**src/rtl/game_pkg.sv**
```systemverilog
// Shared types and constants for the barrier game controller.
package game_pkg;

    typedef enum logic [2:0] {
        S_IDLE,
        S_COOLDOWN,
        S_APPROACH,
        S_ARMED,
        S_RESOLVE,
        S_OVER
    } state_t;

    localparam int SCORE_W = 16;
    localparam logic [SCORE_W-1:0] SCORE_MAX = '1;

    localparam int CNT_W = 8;

    localparam logic [7:0] LFSR_SEED = 8'hA5;
    // Taps 8,6,5,4 map to bits 7,5,4,3.
    localparam logic [7:0] LFSR_TAPS = 8'b1011_1000;

    function automatic logic [7:0] lfsr_next(input logic [7:0] v);
        return {v[6:0], ^(v & LFSR_TAPS)};
    endfunction

endpackage

```
**src/rtl/barrier_ctrl_if.sv**
```systemverilog
// Video-side and game-side signals of the barrier controller.
interface barrier_ctrl_if;
    import game_pkg::*;

    logic               i_v_sync;
    logic               i_game_en;
    logic               i_barrier_hit;
    logic               i_player_hit;
    logic               i_in_position;
    logic               o_barrier_active;
    logic               o_collision;
    logic               o_dodge;
    logic [1:0]         o_lives;
    logic [SCORE_W-1:0] o_score;
    logic               o_game_over;

    modport master (
        output i_v_sync, i_game_en, i_barrier_hit,
        output i_player_hit, i_in_position,
        input  o_barrier_active, o_collision, o_dodge,
        input  o_lives, o_score, o_game_over
    );

    modport slave (
        input  i_v_sync, i_game_en, i_barrier_hit,
        input  i_player_hit, i_in_position,
        output o_barrier_active, o_collision, o_dodge,
        output o_lives, o_score, o_game_over
    );

endinterface

```
**src/rtl/vsync_tick.sv**
```systemverilog
// Two-flop v_sync synchronizer with registered rising-edge pulse.
module vsync_tick (
    input  logic clk,
    input  logic rst_n,
    input  logic v_sync,
    output logic tick
);

    logic [2:0] sync;

    always_ff @(posedge clk or negedge rst_n) begin
        if (!rst_n) begin
            sync <= '0;
            tick <= 1'b0;
        end else begin
            sync <= {sync[1:0], v_sync};
            tick <= sync[1] & ~sync[2];
        end
    end

endmodule

```
**src/rtl/barrier_ctrl.sv**
```systemverilog
// Barrier strike FSM: cooldown, approach, strike window, scoring.
module barrier_ctrl
    import game_pkg::*;
#(
    parameter int LIVES_INIT     = 3,
    parameter int COOLDOWN_MIN   = 30,
    parameter int TIMEOUT_FRAMES = 64
) (
    input  logic          i_clk,
    input  logic          i_rst_n,
    barrier_ctrl_if.slave bus
);

    localparam logic [1:0] LIVES_RST = 2'(LIVES_INIT);
    localparam logic [CNT_W-1:0] TO_LAST =
        CNT_W'(TIMEOUT_FRAMES - 1);

    state_t             state, state_nx;
    logic               tick;
    logic [7:0]         lfsr;
    logic [CNT_W-1:0]   cool_cnt, cool_nx;
    logic [CNT_W-1:0]   appr_cnt, appr_nx;
    logic [CNT_W-1:0]   cool_load;
    logic               overlap, overlap_nx;
    logic [1:0]         lives, lives_nx, lives_dec;
    logic [SCORE_W-1:0] score, score_nx;
    logic               en_q;
    logic               en;
    logic               active;

    vsync_tick u_tick (
        .clk    (i_clk),
        .rst_n  (i_rst_n),
        .v_sync (bus.i_v_sync),
        .tick   (tick)
    );

    assign en        = bus.i_game_en;
    assign cool_load = CNT_W'(COOLDOWN_MIN) + CNT_W'(lfsr[3:0]);
    assign lives_dec = (lives == 2'd0) ? 2'd0 : lives - 2'd1;

    always_ff @(posedge i_clk or negedge i_rst_n) begin
        if (!i_rst_n) begin
            state    <= S_IDLE;
            lfsr     <= LFSR_SEED;
            cool_cnt <= '0;
            appr_cnt <= '0;
            overlap  <= 1'b0;
            lives    <= LIVES_RST;
            score    <= '0;
            en_q     <= 1'b0;
        end else begin
            state    <= state_nx;
            cool_cnt <= cool_nx;
            appr_cnt <= appr_nx;
            overlap  <= overlap_nx;
            lives    <= lives_nx;
            score    <= score_nx;
            en_q     <= en;
            if (tick)
                lfsr <= lfsr_next(lfsr);
        end
    end

    always_comb begin
        state_nx   = state;
        cool_nx    = cool_cnt;
        appr_nx    = appr_cnt;
        overlap_nx = overlap;
        lives_nx   = lives;
        score_nx   = score;
        unique case (state)
            S_IDLE: begin
                if (tick && en) begin
                    state_nx = S_COOLDOWN;
                    cool_nx  = cool_load;
                end
            end
            S_COOLDOWN: begin
                if (tick) begin
                    if (cool_cnt == '0) begin
                        state_nx = S_APPROACH;
                        appr_nx  = '0;
                    end else begin
                        cool_nx = cool_cnt - CNT_W'(1);
                    end
                end
            end
            S_APPROACH: begin
                if (tick) begin
                    if (bus.i_in_position) begin
                        state_nx   = S_ARMED;
                        overlap_nx = 1'b0;
                    end else if (appr_cnt == TO_LAST) begin
                        state_nx = S_COOLDOWN;
                        cool_nx  = cool_load;
                    end else begin
                        appr_nx = appr_cnt + CNT_W'(1);
                    end
                end
            end
            S_ARMED: begin
                if (bus.i_barrier_hit && bus.i_player_hit && active)
                    overlap_nx = 1'b1;
                if (tick)
                    state_nx = S_RESOLVE;
            end
            S_RESOLVE: begin
                if (overlap)
                    lives_nx = lives_dec;
                else if (score != SCORE_MAX)
                    score_nx = score + SCORE_W'(1);
                if (lives_nx == 2'd0) begin
                    state_nx = S_OVER;
                end else begin
                    state_nx = S_COOLDOWN;
                    cool_nx  = cool_load;
                end
            end
            S_OVER: begin
                if (en && !en_q) begin
                    state_nx = S_IDLE;
                    lives_nx = LIVES_RST;
                    score_nx = '0;
                end
            end
            default: state_nx = S_IDLE;
        endcase
        // A strike that just emptied the lives still ends in OVER.
        if (!en && state != S_OVER && state_nx != S_OVER)
            state_nx = S_IDLE;
    end

    assign active = (state == S_APPROACH) || (state == S_ARMED);

    assign bus.o_barrier_active = active;
    assign bus.o_collision      = (state == S_RESOLVE) && overlap;
    assign bus.o_dodge          = (state == S_RESOLVE) && !overlap;
    assign bus.o_lives          = lives;
    assign bus.o_score          = score;
    assign bus.o_game_over      = (lives == 2'd0);

endmodule
```
**src/flat_wrapper.sv**
```systemverilog
// flat-port wrapper written by rule: the top's interface ports become plain ports
module barrier_ctrl_flat import game_pkg::*;
#(
    parameter int LIVES_INIT     = 3,
    parameter int COOLDOWN_MIN   = 30,
    parameter int TIMEOUT_FRAMES = 64
)
  (i_clk, i_rst_n, bus_i_v_sync, bus_i_game_en, bus_i_barrier_hit, bus_i_player_hit, bus_i_in_position, bus_o_barrier_active, bus_o_collision, bus_o_dodge, bus_o_lives, bus_o_score, bus_o_game_over);
  barrier_ctrl_if bus_i ();
  input  logic i_clk;
  input  logic i_rst_n;
  input wire logic [$bits(bus_i.i_v_sync)-1:0] bus_i_v_sync;
  input wire logic [$bits(bus_i.i_game_en)-1:0] bus_i_game_en;
  input wire logic [$bits(bus_i.i_barrier_hit)-1:0] bus_i_barrier_hit;
  input wire logic [$bits(bus_i.i_player_hit)-1:0] bus_i_player_hit;
  input wire logic [$bits(bus_i.i_in_position)-1:0] bus_i_in_position;
  output wire logic [$bits(bus_i.o_barrier_active)-1:0] bus_o_barrier_active;
  output wire logic [$bits(bus_i.o_collision)-1:0] bus_o_collision;
  output wire logic [$bits(bus_i.o_dodge)-1:0] bus_o_dodge;
  output wire logic [$bits(bus_i.o_lives)-1:0] bus_o_lives;
  output wire logic [$bits(bus_i.o_score)-1:0] bus_o_score;
  output wire logic [$bits(bus_i.o_game_over)-1:0] bus_o_game_over;
  assign bus_i.i_v_sync = bus_i_v_sync;
  assign bus_i.i_game_en = bus_i_game_en;
  assign bus_i.i_barrier_hit = bus_i_barrier_hit;
  assign bus_i.i_player_hit = bus_i_player_hit;
  assign bus_i.i_in_position = bus_i_in_position;
  assign bus_o_barrier_active = bus_i.o_barrier_active;
  assign bus_o_collision = bus_i.o_collision;
  assign bus_o_dodge = bus_i.o_dodge;
  assign bus_o_lives = bus_i.o_lives;
  assign bus_o_score = bus_i.o_score;
  assign bus_o_game_over = bus_i.o_game_over;
  barrier_ctrl #(.LIVES_INIT(LIVES_INIT), .COOLDOWN_MIN(COOLDOWN_MIN), .TIMEOUT_FRAMES(TIMEOUT_FRAMES)) u_core (.i_clk(i_clk), .i_rst_n(i_rst_n), .bus(bus_i));
endmodule
```
**config.mk**
```make
export PLATFORM = sky130hd
export DESIGN_NAME = barrier_ctrl_flat
export DESIGN_NICKNAME = d
export VERILOG_FILES = /design/src/rtl/game_pkg.sv /design/src/rtl/barrier_ctrl_if.sv /design/src/rtl/vsync_tick.sv /design/src/rtl/barrier_ctrl.sv /design/src/flat_wrapper.sv
export SDC_FILE = /design/constraint.sdc
export NUM_CORES = 1
export LEC_CHECK = 0
export BUFFER_PORTS_ARGS = -buffer_cell sky130_fd_sc_hd__buf_2
export CAP_MARGIN = 15
export CORE_ASPECT_RATIO = 1.1
export CORE_MARGIN = 8
export CORE_UTILIZATION = 62
export DETAILED_ROUTE_END_ITERATION = 10
export PLACE_DENSITY = 0.87
export SYNTH_ARGS = -nofsm -noshare
export SYNTH_HDL_FRONTEND = slang
export SYNTH_SLANG_ARGS = --single-unit
```
**constraint.sdc**
```tcl
create_clock -name i_clk -period 4.5 [get_ports i_clk]
set_input_delay 1.125 -clock i_clk [delete_from_list [all_inputs] [get_ports i_clk]]
set_output_delay 1.125 -clock i_clk [all_outputs]
set_load 0.005 [all_outputs]
```
==> results of run 1 <==
Yosys cell counts, types with 5 or more instances:
| cell type | n | area, um^2 |
|---|---|---|
| a2111oi_0 | 6 | 52.6 |
| a211oi_1 | 5 | 37.5 |
| a21oi_1 | 17 | 85.1 |
| a31oi_1 | 5 | 31.3 |
| clkbuf_1 | 8 | 30.0 |
| dfrtp_1 | 45 | 1130 |
| dfstp_2 | 6 | 158 |
| ha_1 | 5 | 62.6 |
| inv_1 | 17 | 63.8 |
| mux2_2 | 5 | 56.3 |
| nand2_1 | 20 | 75.1 |
| nand3_1 | 12 | 60.1 |
| nor2_1 | 30 | 113 |
| nor2b_1 | 5 | 31.3 |
| nor3_1 | 7 | 35.0 |
| o21ai_0 | 26 | 130 |
| o41ai_1 | 7 | 61.3 |
| xnor2_1 | 9 | 78.8 |
flip-flops by register name (all words and copies together), names as in the netlist, 2 cells and up:
signal	count
u_core.appr_cnt	8
u_core.bus.o_lives	2
u_core.bus.o_score	16
u_core.cool_cnt	8
u_core.lfsr	8
u_core.state	3
u_core.u_tick.sync	3
per-stage QoR:
| step | total power, W | std cells | hold WS, ns |
|---|---|---|---|
| 2_1_floorplan | 0.000759 | 303 | 0.331 |
| 3_3_place_gp | 0.000801 | 374 | 0.335 |
| 3_5_place_dp | 0.000812 | 374 | 0.336 |
| 4_1_cts | 0.00109 | 382 | 0.371 |
| 5_1_grt | 0.00114 | 382 | 0.387 |
| 6_report | 0.00108 | 382 | 0.369 |
worst reg2reg max path: stages, from the launching register on:
cell and delay (ns):
dfrtp_1 0.39, inv_1 0.09, ha_1 0.20, nor4b_1 0.73, nand2_1 0.10, o21ai_1 0.52, or3_1 0.39, mux2_4 0.33
power by group:
group / internal, W / total, W / switching [W]
sequential: 0.000527 / 0.000586 / 0.0000587
combinational: 0.000107 / 0.000219 / 0.000113
clock: 0.000111 / 0.000270 / 0.000159
total: 0.000745 / 0.00108 / 0.000331
layer usage:
| metal | wire (um) | share of wire |
|---|---|---|
| met5 | 0 | 0 |
| met4 | 89 | 0.015 |
| met3 | 344 | 0.058 |
| met2 | 2880 | 0.49 |
| met1 | 2620 | 0.44 |
final timing paths:
kind	startpoint	endpoint	slack, ns
max	u_core.cool_cnt[0]	u_core.cool_cnt[1]	1.63
min	u_core.u_tick.sync[0]	u_core.u_tick.sync[1]	0.37
max reg2reg	u_core.cool_cnt[0]	u_core.cool_cnt[1]	1.63
min reg2reg	u_core.u_tick.sync[0]	u_core.u_tick.sync[1]	0.37
max in group asynchronous	i_rst_n	u_core.lfsr[7]	2.97
min in group asynchronous	i_rst_n	u_core.overlap	0.73
area by class of cell:
cell class / instances / share of cell area
Tap cell: 54 / 0.0220
Sequential cell: 51 / 0.417
Timing Repair Buffer: 30 / 0.0504
Multi-Input combinational cell: 222 / 0.459
Clock inverter: 3 / 0.00814
Clock buffer: 5 / 0.0224
Inverter: 17 / 0.0207
cell families after synthesis:
logic type	after synthesis	share of synthesized area
adder cells (fa/ha/maj)	5	0.0221
multiplexers	6	0.0252
buffers and inverters	30	0.0461
AND/OR/NAND/NOR	112	0.210
XOR/XNOR	10	0.0310
flip-flops	51	0.454
AO/OA/AOI/OAI	89	0.211
==> flow_summary_export.csv, run 1 <==
group,metric,value,unit
place,placed_area,0.00298,mm^2
clock_tree,postCtsHoldBufs,0,
synth,synth_ff_type,"dfrtp_1",
worst_setup_path,arrival,3.07,ns
worst_setup_path,critPathBufInv,1,
floorplan,die_x,80.4,um
worst_setup_path,crit_path_end_kind,"register",
routing,wl,5940,um
layout,fin_util,0.707,
power,vdd_ir_drop_max,0.000312,V
grt,antenna_found_initial,0,
routing,drc,0,
synth,synth_edf_count,0,
place,portBuffers,28,
place,dp_hpwl,4250,um
layout,fillers,329,
grt,grt_max_degree,35,
power,leakagePower,1.38,nW
timing,layout_setup_ws,1.63,ns
synth,synthArstFlopShare,1.00,
worst_setup_path,critPathKind,"register to register",
routing,vias,2399,
place,place_ws,1.35,ns
synth,syn-num-nets,315,
timing,period_needed,2.87,ns
layout,multi_input_area,0.00141,mm^2
clock_tree,h-tree-depth,2,
synth,syn-cell-area,0.00283,mm^2
grt,grtUsageTotal,0.182,
synth,ys_ff_latch,51,
worst_setup_path,reg2reg_depth,7,
worst_setup_path,critical_path.cell_chain,"inv_1 -> ha_1 -> nor4b_1 -> nand2_1 -> o21ai_1 -> or3_1 -> mux2_4",
power,power_density,350,mW/mm^2
floorplan,pin_count,29,
layout,insertedDiodeCount,0,
clock_tree,clock_path_buffers,2,
worst_hold_path,hold_path_depth,0,
worst_setup_path,startpoint_type,"register",
synth,ys_types,57,
timing,tns,0,ns
floorplan,start_util,0.650,
synth,seq_area_frac_synth,0.454,
synth,yosysWarningCount,0,
clock_tree,cts_tree,"yes",
worst_setup_path,crit_family,"simple AND/OR/NAND/NOR gates",
clock_tree,cts_resized,0,
clock_tree,clk_latency,0.31,ns
worst_setup_path,worst-endpoint-required,4.70,ns
timing,timing.final.crit_share,0.638,
timing,rsz0062_at_grt,"false",
clock_tree,cts.sinks,51,
synth,syn_inst,303,
timing,tightest_slew,1.11,ns
timing,finalMaxSlewViolations,0,
outcome,outcome,"finished, final reports clean",
timing,slew_headroom,0.251,
worst_setup_path,slowest_delay,0.73,ns
floorplan,rows,25,
layout,mostFrequentLayoutCells,"45 x dfrtp_1, 30 x nor2_1, 28 x buf_2",
layout,seqCellArea,0.00128,mm^2
grt,grt_pass1_vias,2321,
grt,met3_usage,0.0383,
routing,dr.pass1.iters,4,
clock_tree,path_clk_slew,0.09,ns
floorplan,dieArea,0.00698,mm^2
floorplan,die_h,86.8,um
flow_run,max_cap_violations,0,
worst_setup_path,path_max_fanout,9,
clock_tree,cts_inserted_buffers,5,
layout,nets,339,
timing,setup_violations,0,
grt,grt_use_met1,0.234,
grt,grt_pass1_wl,10400,um
worst_hold_path,min_path_type,"register to register",
place,place.gp.congestion,0.856,
grt,gr-max-usage-layer,"met2",
routing,route.antenna.remaining_nets,0,
grt,grt_use_met2,0.282,
worst_setup_path,path_depth,7,
worst_setup_path,critical-path-slowest-cell,"nor4b_1",
synth,avgSynthCellArea,9.32,um^2
grt,grt-ovfl-total,0,
timing,skew,0.00858,ns
routing,drtIter0Drc,227,
routing,wl_per_cell,15.5,um
floorplan,fp.coreArea,0.00435,mm^2
layout,mostFrequentLayoutCell,"dfrtp_1",
layout,areaGrowthSynthToFinish,8.86,%
timing,fmax,0.348,GHz
clock_tree,cts_setup_buffers,0,
layout,final_area,0.00308,mm^2
layout,drive_above_1_share,0.165,
clock_tree,clockRootBuffer,"clkbuf_8",
timing,hold_viol,0,
routing,vias_per_cell,6.28,
(Power assumes the default switching activity.)
==> run 2, diff against run 1 <==
--- a/config.mk
+++ b/config.mk
@@ -9,9 +9,9 @@
 export CAP_MARGIN = 15
 export CORE_ASPECT_RATIO = 1.1
 export CORE_MARGIN = 8
-export CORE_UTILIZATION = 62
+export CORE_UTILIZATION = 53
 export DETAILED_ROUTE_END_ITERATION = 10
-export PLACE_DENSITY = 0.87
+export PLACE_DENSITY = 0.8
 export SYNTH_ARGS = -nofsm -noshare
 export SYNTH_HDL_FRONTEND = slang
 export SYNTH_SLANG_ARGS = --single-unit
==> constraint.sdc (replaced) <==
create_clock -name i_clk -period 2.42 [get_ports i_clk]
set_input_delay 0.605 -clock i_clk [delete_from_list [all_inputs] [get_ports i_clk]]
set_output_delay 0.605 -clock i_clk [all_outputs]
set_load 0.005 [all_outputs]
==> run 2 against run 1 <==
  * Non-clock buffer count is 18 higher
  * Routed wire length is 1.8% higher
  * Via count is 1.9% higher
  * First-iteration DRC count shrank 28%
  * Final cell count is 6.3% higher
  * Global-route usage is 2.5 points lower
  * Utilization fell by 8.9 points
  * Cell area increased by 5.6%
  * Clock power is 120% higher
  * Largest power group unchanged
==> flow_summary_export.csv, run 2 (synthesis results as in run 1) <==
group,metric,value,unit
routing,drtIter0Drc,163,
worst_setup_path,r2r_setup_slack,0.15,ns
floorplan,start_util,0.538,
floorplan,die_x,85.6,um
layout,seqCellArea,0.00128,mm^2
clock_tree,cts_tree,"yes",
timing,rsz0062_at_grt,"false",
timing,hold_viol,0,
worst_setup_path,crit_path_start,"u_core.state[0]",
routing,wl,6040,um
worst_setup_path,arrival,2.46,ns
worst_setup_path,critPathKind,"register to register",
floorplan,die_h,92.6,um
clock_tree,cts_inserted_buffers,5,
grt,grt_pass1_vias,2253,
routing,vias,2445,
worst_setup_path,crit_path_end_kind,"register",
layout,insertedDiodeCount,0,
timing,fmax,0.441,GHz
clock_tree,postCtsHoldBufs,0,
timing,setup_violations,0,
floorplan,dieArea,0.00793,mm^2
routing,wl_met2,2890,um
worst_setup_path,path_max_fanout,14,
floorplan,fp.coreArea,0.00526,mm^2
clock_tree,cts_setup_buffers,0,
layout,nets,357,
floorplan,rows,28,
power,leakagePower,1.48,nW
worst_hold_path,min_path_type,"primary input to async pin",
timing,period_needed,2.27,ns
timing,tightest_slew,0.618,ns
routing,dr.max_layer_used,"met4",
layout,multi_input_area,0.00142,mm^2
timing,skew,0.00972,ns
layout,fillers,453,
worst_setup_path,startpoint_type,"register",
grt,grt-ovfl-total,0,
layout,drive_above_1_share,0.211,
clock_tree,path_clk_slew,0.09,ns
place,place.gp.congestion,0.848,
power,vdd_ir_drop_max,0.000484,V
clock_tree,clk_latency,0.30,ns
timing,tns,0,ns
timing,finalMaxSlewViolations,0,
routing,drc,0,
clock_tree,clock_path_buffers,2,
clock_tree,clockRootBuffer,"clkbuf_8",
clock_tree,cts_resized,0,
place,place_ws,0.0163,ns
timing,layout_setup_ws,0.151,ns
floorplan,pin_count,29,
routing,route.antenna.remaining_nets,0,
grt,grt_max_degree,23,
worst_setup_path,reg2reg_depth,4,
layout,mostFrequentLayoutCells,"45 x dfrtp_1, 30 x nor2_1, 28 x buf_2",
layout,mostFrequentLayoutCell,"dfrtp_1",
worst_setup_path,rr_endpoint,"u_core.cool_cnt[1]",
grt,antenna_found_initial,0,
routing,wl_met3,280,um
worst_setup_path,worst-endpoint-required,2.61,ns
worst_setup_path,reg2reg_from,"u_core.state[0]",
flow_run,max_cap_violations,0,
layout,largest_reg_flops,16,
timing,timing.final.crit_share,0.938,
layout,areaGrowthSynthToFinish,15.0,%
routing,wl_met1,2800,um
clock_tree,cts.sinks,51,
timing,slew_headroom,0.578,
routing,wl_per_cell,14.9,um
place,dp_hpwl,4430,um
power,power_density,659,mW/mm^2
place,portBuffers,28,
grt,grtUsageTotal,0.157,
worst_setup_path,setup.worst_path.end,"u_core.cool_cnt[1]",
power,p_total,0.00214,W
routing,dr.pass1.iters,4,
routing,vias_per_cell,6.02,
clock_tree,h-tree-depth,2,
outcome,outcome,"finished, final reports clean",
grt,grt_pass1_wl,10400,um
==> run 2: cell count changes in the layout (fill, tap and decap cells not counted), sizes merged <==
cell and change:
clkinv -1, bufinv +1, buf +18, clkbuf +1, clkinvlp -1
==> run 2: metrics by stage <==
stage	area (um^2)	instances	util	hold slack, ns
after global placement	3120	398	0.595	0.335
after floorplan	2830	303	-	0.309
after global routing	3250	406	0.618	0.276
final	3250	406	0.618	0.252
after CTS	3240	406	0.617	0.261
after detailed placement	3120	398	0.595	0.335
==> run 2: cell type report <==
class	instances	area share
multi-input combinational	222	0.436
sequential	51	0.395
timing repair buffer	48	0.0894
clock buffer	6	0.0254
tap	60	0.0231
inverter	17	0.0196
clock inverter	2	0.0108
==> run 2: critical path: stages (launching register included) <==
cell and delay [ns]:
dfrtp_1 0.54, or3_1 0.41, a311o_1 0.37, or3_1 0.50, mux2_4 0.34
==> run 2: worst min path at each step <==
| stage | start | to | slack [ns] | cells after the start |
|---|---|---|---|---|
| floorplan | i_rst_n | u_core.appr_cnt[0] | 0.31 | 0 |
| global placement | u_core.u_tick.sync[0] | u_core.u_tick.sync[1] | 0.34 | 0 |
| detailed placement | u_core.u_tick.sync[0] | u_core.u_tick.sync[1] | 0.33 | 0 |
| CTS | i_rst_n | u_core.bus.o_score[9] | 0.26 | 1 |
| global route | i_rst_n | u_core.bus.o_score[9] | 0.28 | 1 |
| finish | i_rst_n | u_core.bus.o_score[9] | 0.25 | 1 |
==> run 2: per-layer routing <==
metal	track usage	up-vias
met5	0	-
met4	0.0512	0
met3	0.0310	6
met2	0.260	50
met1	0.201	1191
li1	-	1198
==> run 2: power by group <==
group | internal, W | switching (W) | total (W) | leakage (nW)
combinational | 0.000223 | 0.000220 | 0.000442 | 0.782
clock | 0.000335 | 0.000270 | 0.000605 | 0.0612
sequential | 0.000981 | 0.000112 | 0.00109 | 0.642
total | 0.00154 | 0.000602 | 0.00214 | 1.48
